File: config.mk
export PLATFORM = sky130hd
export DESIGN_NAME = boolean_seq
export DESIGN_NICKNAME = d
export VERILOG_FILES = /design/src/rtl/boolean_seq.sv
export SDC_FILE = /design/constraint.sdc
export NUM_CORES = 1
export LEC_CHECK = 0
export BUFFER_PORTS_ARGS = -buffer_cell sky130_fd_sc_hd__buf_4
export CAP_MARGIN = 0
export CORE_MARGIN = 8
export CORE_UTILIZATION = 35
export CTS_BUF_LIST = sky130_fd_sc_hd__clkbuf_4
export CTS_CLUSTER_DIAMETER = 60
export DETAILED_ROUTE_END_ITERATION = 7
export SETUP_SLACK_MARGIN = 0.5
export SKIP_CTS_REPAIR_TIMING = 1
export SLEW_MARGIN = 20
export SYNTH_ARGS = -nofsm -noshare
export SYNTH_HDL_FRONTEND = slang
export SYNTH_SLANG_ARGS = --single-unit
File: constraint.sdc
create_clock -name clk -period 2.1 [get_ports clk]
set_input_delay 0.105 -clock clk [delete_from_list [all_inputs] [get_ports clk]]
set_output_delay 0.105 -clock clk [all_outputs]
set_load 0.005 [all_outputs]
File: src/rtl/boolean_seq.sv
// Command sequencer for the 8-bit boolean block: FIFO-buffered commands run against an accumulator.
// Optional `BOOL_SEQ_PARITY_EN adds res_parity (XOR reduction of res_data while res_valid).
module boolean_seq #(
  parameter int unsigned DEPTH = 4,
  parameter int unsigned AW    = 2
) (
  input  logic       clk,
  input  logic       rst,
  input  logic       cmd_valid,
  output logic       cmd_ready,
  input  logic [3:0] cmd_op,
  input  logic [7:0] cmd_data,
  input  logic       cmd_last,
  output logic [3:0] alu_opcode,
  output logic [7:0] alu_a,
  output logic [7:0] alu_b,
  input  logic [7:0] alu_res,
  output logic       res_valid,
  input  logic       res_ready,
  output logic [7:0] res_data,
  output logic       res_err
`ifdef BOOL_SEQ_PARITY_EN
  ,
  output logic       res_parity
`endif
);

  typedef enum logic [1:0] {S_IDLE, S_EXEC, S_DONE} state_t;

  localparam logic [3:0] OP_LOAD = 4'b0000;
  localparam logic [3:0] OP_AND  = 4'b0101;
  localparam logic [3:0] OP_OR   = 4'b0110;
  localparam logic [3:0] OP_XOR  = 4'b0111;
  localparam logic [3:0] OP_NOT  = 4'b1000;
  localparam logic [AW:0] FULL_CNT = (AW+1)'(DEPTH);

  logic [12:0]   mem_q [DEPTH];
  logic [AW-1:0] wr_ptr_q, wr_ptr_d;
  logic [AW-1:0] rd_ptr_q, rd_ptr_d;
  logic [AW:0]   count_q, count_d;
  state_t        state_q, state_d;
  logic [7:0]    acc_q, acc_d;
  logic          err_q, err_d;
  logic [3:0]    cur_op_q, cur_op_d;
  logic [7:0]    cur_data_q, cur_data_d;
  logic          cur_last_q, cur_last_d;

  logic        full, empty, push, pop, legal_op;
  logic [12:0] head;

  assign full      = (count_q == FULL_CNT);
  assign empty     = (count_q == '0);
  assign cmd_ready = !full && !rst;
  assign push      = cmd_valid && cmd_ready;
  assign pop       = (state_q == S_IDLE) && !empty;
  assign head      = mem_q[rd_ptr_q];
  assign legal_op  = cur_op_q inside {OP_LOAD, OP_AND, OP_OR, OP_XOR, OP_NOT};

  always_comb begin
    wr_ptr_d   = wr_ptr_q + AW'(push);
    rd_ptr_d   = rd_ptr_q + AW'(pop);
    count_d    = count_q + {{AW{1'b0}}, push} - {{AW{1'b0}}, pop};
    state_d    = state_q;
    acc_d      = acc_q;
    err_d      = err_q;
    cur_op_d   = cur_op_q;
    cur_data_d = cur_data_q;
    cur_last_d = cur_last_q;
    case (state_q)
      S_IDLE: begin
        if (pop) begin
          cur_op_d   = head[12:9];
          cur_data_d = head[8:1];
          cur_last_d = head[0];
          state_d    = S_EXEC;
        end
      end
      S_EXEC: begin
        // Illegal opcodes rely on the datapath returning 0 for the accumulator.
        acc_d   = (cur_op_q == OP_LOAD) ? cur_data_q : alu_res;
        err_d   = err_q || !legal_op;
        state_d = cur_last_q ? S_DONE : S_IDLE;
      end
      S_DONE: begin
        if (res_ready) begin
          acc_d   = '0;
          err_d   = 1'b0;
          state_d = S_IDLE;
        end
      end
      default: state_d = S_IDLE;
    endcase
  end

  always_comb begin
    alu_opcode = '0;
    alu_a      = '0;
    alu_b      = '0;
    if (state_q == S_EXEC) begin
      alu_opcode = cur_op_q;
      alu_a      = acc_q;
      alu_b      = cur_data_q;
    end
    res_valid = (state_q == S_DONE);
    res_data  = res_valid ? acc_q : '0;
    res_err   = res_valid && err_q;
  end

`ifdef BOOL_SEQ_PARITY_EN
  assign res_parity = ^res_data;
`endif

  always_ff @(posedge clk) begin
    if (rst) begin
      wr_ptr_q   <= '0;
      rd_ptr_q   <= '0;
      count_q    <= '0;
      state_q    <= S_IDLE;
      acc_q      <= '0;
      err_q      <= 1'b0;
      cur_op_q   <= '0;
      cur_data_q <= '0;
      cur_last_q <= 1'b0;
    end else begin
      wr_ptr_q   <= wr_ptr_d;
      rd_ptr_q   <= rd_ptr_d;
      count_q    <= count_d;
      state_q    <= state_d;
      acc_q      <= acc_d;
      err_q      <= err_d;
      cur_op_q   <= cur_op_d;
      cur_data_q <= cur_data_d;
      cur_last_q <= cur_last_d;
    end
  end

  always_ff @(posedge clk) begin
    if (push) mem_q[wr_ptr_q] <= {cmd_op, cmd_data, cmd_last};
  end

endmodule

==> metrics, run 1 <==
number of H-tree levels=3; Register-to-Register Setup Slack=200 ps; number of detailed-route iterations in the first pass=4; Peak supply drop=~0.4 mV; worst hold margin=-37.3 ps; upper clock frequency limit=527 MHz; synthesized-area fraction occupied by xor and xnor cells=0.0106; Slowest Stage Delay on Critical Path=420 ps; Hold Path Depth=3; synthesized instance count=214; sequential cell area fraction in the yosys report=0.657; number of routed nets with antenna violations=0; final weighted congestion in routability-driven placement=0.690; routed vias=2052; setup repair after global routing missed its margin=yes; DR iter-0 viols=155; worst min-delay path category=in -> reg; number of maximum-capacitance constraint violations=0; total number of nets in the final design=339; Yosys reg bits=83; required time at the worst-slack endpoint=2420 ps; portion of netlist area occupied by mux cells=0.112; post-layout min period=1900 ps; setup slack at placement=123 ps; drt wl/cell=16.5 um; port buffer count=55; adder and majority cell fraction of the synthesized area=0.0136; hold violation count in the final report=1; total standard cell area after synthesis=0.00332 mm2; area added between synthesis and finish=37.2%; Crit Reg-Reg Endpoint=count_q[2]$_SDFF_PP0_; total wire length after detailed routing=7.33 mm; Initial Util=0.359; Worst Setup SP=count_q[1]$_SDFF_PP0_; kind of start point of the critical path=flop; reg2reg path depth=8; # DRC=0; share of the synthesized area in compound gates (AO/OA/AOI/OAI)=0.0825; Final setup violation count=0; largest clock skew in the final design=20.7 ps; crit-path max FO=5; Placement Rows=35; max-slew headroom at the worst pin=0.335; Clock Path Buffers=2; Period Utilization, post-route=0.904; Final Max Tran Viols=0; cells along the critical path=nor2_4 > a211o_1 > xnor2_1 > ha_2 > fa_2 > xnor2_2 > xnor2_1 > nor2_1; clock tree from TritonCTS=done; DPL Wire Length=4.56 mm; core area=0.00924 mm2; fraction of final layout cells sized beyond drive strength 1=0.402; first-pass GRT wire length=~10 mm; mean post-synth cell area=15.5 um2; Congestion Overflow GR=0; Sinks on Clock Net=83; leading post-synthesis cells by cell area=sky130_fd_sc_hd__edfxtp_1 47%, sky130_fd_sc_hd__dfxtp_1 19%, sky130_fd_sc_hd__mux4_2 8.8%; clock buffer count from CTS=9; Syn Nets=approximately 240; Critical Path Most Common Cell=sky130_fd_sc_hd__xnor2_1; Die Ht=around 110 um; antenna violations before repair=0; Synthesis Warnings=0; capture point of the critical path=count_q[2]$_SDFF_PP0_; Slowest-stage cell, CP=sky130_fd_sc_hd__dfxtp_4; synthesized-area fraction occupied by and/or/nand/nor cells=0.105; latest clock arrival within the worst-skew pair=between 400 and 500 ps; startpoint of the most critical register-to-register path=count_q[1]$_SDFF_PP0_; Global Route met3 Usage=0.0296; met2 layer usage reported by global route=0.161; combinational family with the most area after synthesis=multiplexers; per-cell via count in the routed design=4.61; critical path endpoint category=flop; global-route usage over all layers=0.105; pin count of the biggest net entering global routing=24; overall power after layout=0.00512 W; cell type with the largest total area after synthesis=sky130_fd_sc_hd__edfxtp_1; Synth top area share=0.470; root buf cell=sky130_fd_sc_hd__clkbuf_4; Crit Path Category=reg -> reg; final worst setup slack=a little over 200 ps; Setup Total Neg Slack=0 ps; fraction of met1 tracks used by global routing=0.134; library cells used by synthesis=38; fill cell total of the finished layout=between 800 and 900; power density relative to cell area=1120 mW/mm2; Diodes inserted=0; outcome=complete, but fails checks; worst path arrival time=~2200 ps; violations in the final reports=hold timing; via count of the first global-routing pass=about 2000; Worst Max-Slew Pin Slew=around 1000 ps; die width=113 um; GRT busiest layer=met2; clock-pin slew on the worst setup and hold paths=around 140 ps; reported leakage power=1.73 nW; die area=0.0129 mm2; Top-Level Pins=56
[stage by stage]
step	hold slack [ps]	util	instance area [um2]	instances
floorplan	204	-	3360	214
global placement	306	0.429	3960	397
detailed placement	312	0.430	3970	397
CTS	-149	0.450	4160	413
global route	2.30	0.493	4550	445
finish	-37.3	0.493	4550	445
[metal layers]
layer	up-vias	share of wire
li1	1017	-
met1	975	0.47
met2	52	0.47
met3	8	0.053
met4	0	0.011
met5	-	0
[Yosys cell counts (all sizes together)]
cell type	number
edfxtp	52
dfxtp	31
and2	29
a22o	13
mux4	13
mux2i	8
o2bb2ai	8
nor2	7
clkbuf	6
inv	5
nor2b	5
a21oi	4
buf	4
xnor2	4
nor3	3
ha	2
nand2b	2
nor3b	2
nor4	2
or3	2
a211o	1
a211oi	1
a21bo	1
a22oi	1
a311oi	1
a31o	1
and3	1
fa	1
nand2	1
nand3b	1
o211ai	1
o31ai	1
[worst min-delay path by stage]
stage,from,end
3_5_place_dp,cmd_op[0],mem_q[2][9]$_DFFE_PP_
5_1_grt,res_ready,err_q$_SDFFE_PP0P_
3_3_place_gp,cmd_data[4],mem_q[2][5]$_DFFE_PP_
4_1_cts,cmd_data[0],mem_q[2][1]$_DFFE_PP_
6_report,alu_res[1],acc_q[1]$_SDFFE_PP0P_
2_1_floorplan,cmd_last,mem_q[0][0]$_DFFE_PP_
[area by class of cell]
cell class | instances | area (um2) | area share
Timing Repair Buffer | 95 | 801 | 0.176
Clock buffer | 10 | 75.1 | 0.0165
Tap cell | 129 | 161 | 0.0354
Multi-Input combinational cell | 117 | 1190 | 0.261
Sequential cell | 83 | 2200 | 0.483
Clock inverter | 6 | 113 | 0.0247
Inverter | 5 | 18.8 | 0.00412
[logic make-up (layout without fill, tap and decap cells)]
logic type / after synthesis / in the layout
XOR/XNOR: 4 / 4
multiplexers: 21 / 21
buffers and inverters: 15 / 116
flip-flops: 83 / 83
adder cells (fa/ha/maj): 3 / 3
AND/OR/NAND/NOR: 55 / 56
AO/OA/AOI/OAI: 33 / 33
[power breakdown]
part           switching [W]  internal, W  total, W
Clock               0.000546     0.000621   0.00117
Sequential          0.000253      0.00201   0.00226
Combinational       0.000750     0.000936   0.00169
Total                0.00155      0.00357   0.00512
[worst max-delay path: cells and delay by family (launching register included)]
family | cells | cell delay, ps
compound gates | 1 | 290
xor+xnor | 3 | 470
fa+ha+maj | 2 | 530
flops | 1 | 420
simple gates | 2 | 100
[flip-flops by register name, indices dropped and copies added (netlist names)]
register,flops
acc_q,8
wr_ptr_q,2
cur_last_q,1
mem_q,52
rd_ptr_q,2
cur_data_q,8
cur_op_q,4
count_q,3
state_q,2
err_q,1
[placed cells by master, fill, tap and decap left out, drive strengths merged, types with 2 or more instances in the layout]
master,count
buf,71
xnor2,4
inv,6
mux4,13
a21oi,4
and2,29
edfxtp,52
a22o,13
o2bb2ai,8
nand2b,2
dfxtp,31
mux2i,8
bufinv,3
clkbuf,10
dlygate4sd3,24
clkinv,2
nor4,2
nor3b,2
ha,2
nor3,3
and3,2
or3,2
nor2,7
nor2b,5
Note: power is estimated with default switching activity, not from simulation.
==> inputs of run 2 (changes only) <==
--- a/config.mk
+++ b/config.mk
@@ -7,11 +7,14 @@
 export LEC_CHECK = 0
 export BUFFER_PORTS_ARGS = -buffer_cell sky130_fd_sc_hd__buf_4
 export CAP_MARGIN = 0
+export CELL_PAD_IN_SITES_DETAIL_PLACEMENT = 1
+export CELL_PAD_IN_SITES_GLOBAL_PLACEMENT = 2
 export CORE_MARGIN = 8
 export CORE_UTILIZATION = 35
 export CTS_BUF_LIST = sky130_fd_sc_hd__clkbuf_4
 export CTS_CLUSTER_DIAMETER = 60
 export DETAILED_ROUTE_END_ITERATION = 7
+export PLACE_DENSITY_LB_ADDON = 0.1
 export SETUP_SLACK_MARGIN = 0.5
 export SKIP_CTS_REPAIR_TIMING = 1
 export SLEW_MARGIN = 20
==> constraint.sdc (replaced) <==
create_clock -name clk -period 2.1 [get_ports clk]
set_input_delay 0.105 -clock clk [delete_from_list [all_inputs] [get_ports clk]]
set_output_delay 0.105 -clock clk [all_outputs]
set_load 0.02 [all_outputs]
==> run 2 against run 1 <==
  * The flow still finishes with violations (hold timing)
  * Non-clock buffer count is 2 lower
  * Critical path depth stayed put
  * Clock power is 9% lower
  * Fmax is 2.9% higher
  * Die area stayed put
  * Critical path type unchanged
  * Largest power group unchanged
  * Highest routed layer unchanged
==> metrics, run 2 (synthesis gave the netlist of run 1 again) <==
largest clock skew in the final design=between 15 and 20 ps; largest registers=mem_q: 52 flops, acc_q: 8 flops, cur_data_q: 8 flops; Die Ht=113 um; Period Utilization, post-route=0.879; placed cells=399; final worst setup slack=254 ps; Most flops, register=mem_q; core area=0.00924 mm2; flip-flop count of the largest register after layout=52; critical path endpoint category=flop; die area=between 0.01 and 0.015 mm2; routed vias=roughly 2100; Peak supply drop=between 0.5 and 0.6 mV; per-cell via count in the routed design=4.76; outcome=complete, but fails checks; upper clock frequency limit=542 MHz; total wire length after detailed routing=7.73 mm; commonest cells after routing, fill and taps aside=67 x sky130_fd_sc_hd__buf_4, 52 x sky130_fd_sc_hd__edfxtp_1, 28 x sky130_fd_sc_hd__and2_1; worst min-delay path category=in -> reg; number of detailed-route iterations in the first pass=4; latest clock arrival within the worst-skew pair=420 ps; violations in the final reports=hold timing; global-route usage over all layers=0.117; hold path start=rst; setup slack at placement=roughly 200 ps; max-slew headroom at the worst pin=0.606; Setup Total Neg Slack=0 ps; final standard cell count with taps included and fillers excluded=443; endpoint of the worst hold-timing path=count_q[2]$_SDFF_PP0_; number of H-tree levels=3; final non-filler cell area=between 0.004 and 0.005 mm2; Worst Max-Slew Pin Slew=592 ps; Crit Path Category=reg -> reg; reported leakage power=1.69 nW; antenna violations before repair=0; power density relative to cell area=1130 mW/mm2; Top-Level Pins=56; Final Max Tran Viols=0; Placement Rows=35; Initial Util=0.359; DR iter-0 viols=73; number of routed nets with antenna violations=0; Critical Path Most Common Cell=sky130_fd_sc_hd__xnor2_1; number of maximum-capacitance constraint violations=0; required time at the worst-slack endpoint=2430 ps; crit-path max FO=5; Register-to-Register Setup Slack=250 ps; via count of the first global-routing pass=between 2000 and 2500; area added between synthesis and finish=35.1%; die width=113 um; reg2reg path depth=8; setup repair after global routing missed its margin=yes; clock tree from TritonCTS=done; DPL Wire Length=slightly above 5 mm; Slowest Stage Delay on Critical Path=approximately 420 ps; first-pass GRT wire length=11.7 mm; Clock Path Buffers=2; pin count of the biggest net entering global routing=21; hold violation count in the final report=8; Final setup violation count=0; port buffer count=between 50 and 60; clock-pin slew on the worst setup and hold paths=around 140 ps; post-detailed-placement cell area=0.00398 mm2; worst path arrival time=2170 ps; Diodes inserted=0; fraction of final layout cells sized beyond drive strength 1=0.401; final weighted congestion in routability-driven placement=about 0.68; Crit Reg-Reg Endpoint=count_q[2]$_SDFF_PP0_; kind of start point of the critical path=flop; # DRC=0; post-layout min period=1850 ps; clock buffer count from CTS=9; root buf cell=sky130_fd_sc_hd__clkbuf_4; Hold Path Depth=2; worst hold margin=-35.6 ps; drt wl/cell=17.4 um; startpoint of the most critical register-to-register path=count_q[1]$_SDFF_PP0_; Sinks on Clock Net=between 80 and 90; most common library cell in the layout ignoring fill and taps=sky130_fd_sc_hd__buf_4; cells along the critical path=nor2_4 > a211o_1 > xnor2_1 > ha_2 > fa_2 > xnor2_2 > xnor2_1 > nor2_1; total number of nets in the final design=337; Congestion Overflow GR=0; Slowest-stage cell, CP=sky130_fd_sc_hd__dfxtp_4
run 2: changes by cell type in the layout (fill, tap and decap cells not counted), moves of 2 or more:
cell and delta:
sky130_fd_sc_hd__buf_4 +5, sky130_fd_sc_hd__buf_6 -5, sky130_fd_sc_hd__clkinvlp_4 +2, sky130_fd_sc_hd__dlygate4sd3_1 -2
run 2: layout make-up:
class	instances	area, um2
Tap cell	129	161
Inverter	5	21.3
Clock buffer	9	67.6
Sequential cell	83	2200
Clock inverter	7	101
Fill cell	921	4760
Timing Repair Buffer	93	772
Multi-Input combinational cell	117	1160
run 2: report_power, final:
part / switching [W] / internal (W) / leakage [nW]
combinational: 0.000800 / 0.000944 / 0.880
clock: 0.000577 / 0.000491 / 0.0827
sequential: 0.000266 / 0.00201 / 0.729
total: 0.00164 / 0.00344 / 1.69
run 2: how the worst max path moves through the flow:
stage,start,to,slack [ps]
6_report,count_q[1]$_SDFF_PP0_,count_q[2]$_SDFF_PP0_,250
5_1_grt,count_q[1]$_SDFF_PP0_,count_q[2]$_SDFF_PP0_,170
4_1_cts,state_q[1]$_SDFFE_PP0P_,res_data[6],150
3_5_place_dp,count_q[2]$_SDFF_PP0_,count_q[2]$_SDFF_PP0_,200
3_3_place_gp,count_q[0]$_SDFF_PP0_,count_q[2]$_SDFF_PP0_,250
2_1_floorplan,count_q[2]$_SDFF_PP0_,count_q[2]$_SDFF_PP0_,240
run 2: critical path, delay by kind of cell (launching register included):
| family | cells | cell delay (ps) |
|---|---|---|
| XOR/XNOR | 3 | 430 |
| flip-flops | 1 | 420 |
| AO/OA/AOI/OAI | 1 | 280 |
| adder cells (fa/ha/maj) | 2 | 530 |
| AND/OR/NAND/NOR | 2 | 90 |
run 2: routing by layer:
| layer | vias up | global-route usage | routed length [um] |
|---|---|---|---|
| met2 | 51 | 0.180 | 3670 |
| met3 | 4 | 0.0338 | 365 |
| met1 | 1045 | 0.153 | 3660 |
| met4 | 0 | 0.0453 | 40 |
| li1 | 1010 | - | - |
| met5 | - | 0 | 0 |
run 2: metrics by stage:
stage / total power, W / utilization
2_1_floorplan: 0.00338 / -
3_3_place_gp: 0.00386 / 0.430
3_5_place_dp: 0.00388 / 0.430
4_1_cts: 0.00495 / 0.449
5_1_grt: 0.00542 / 0.485
6_report: 0.00509 / 0.485
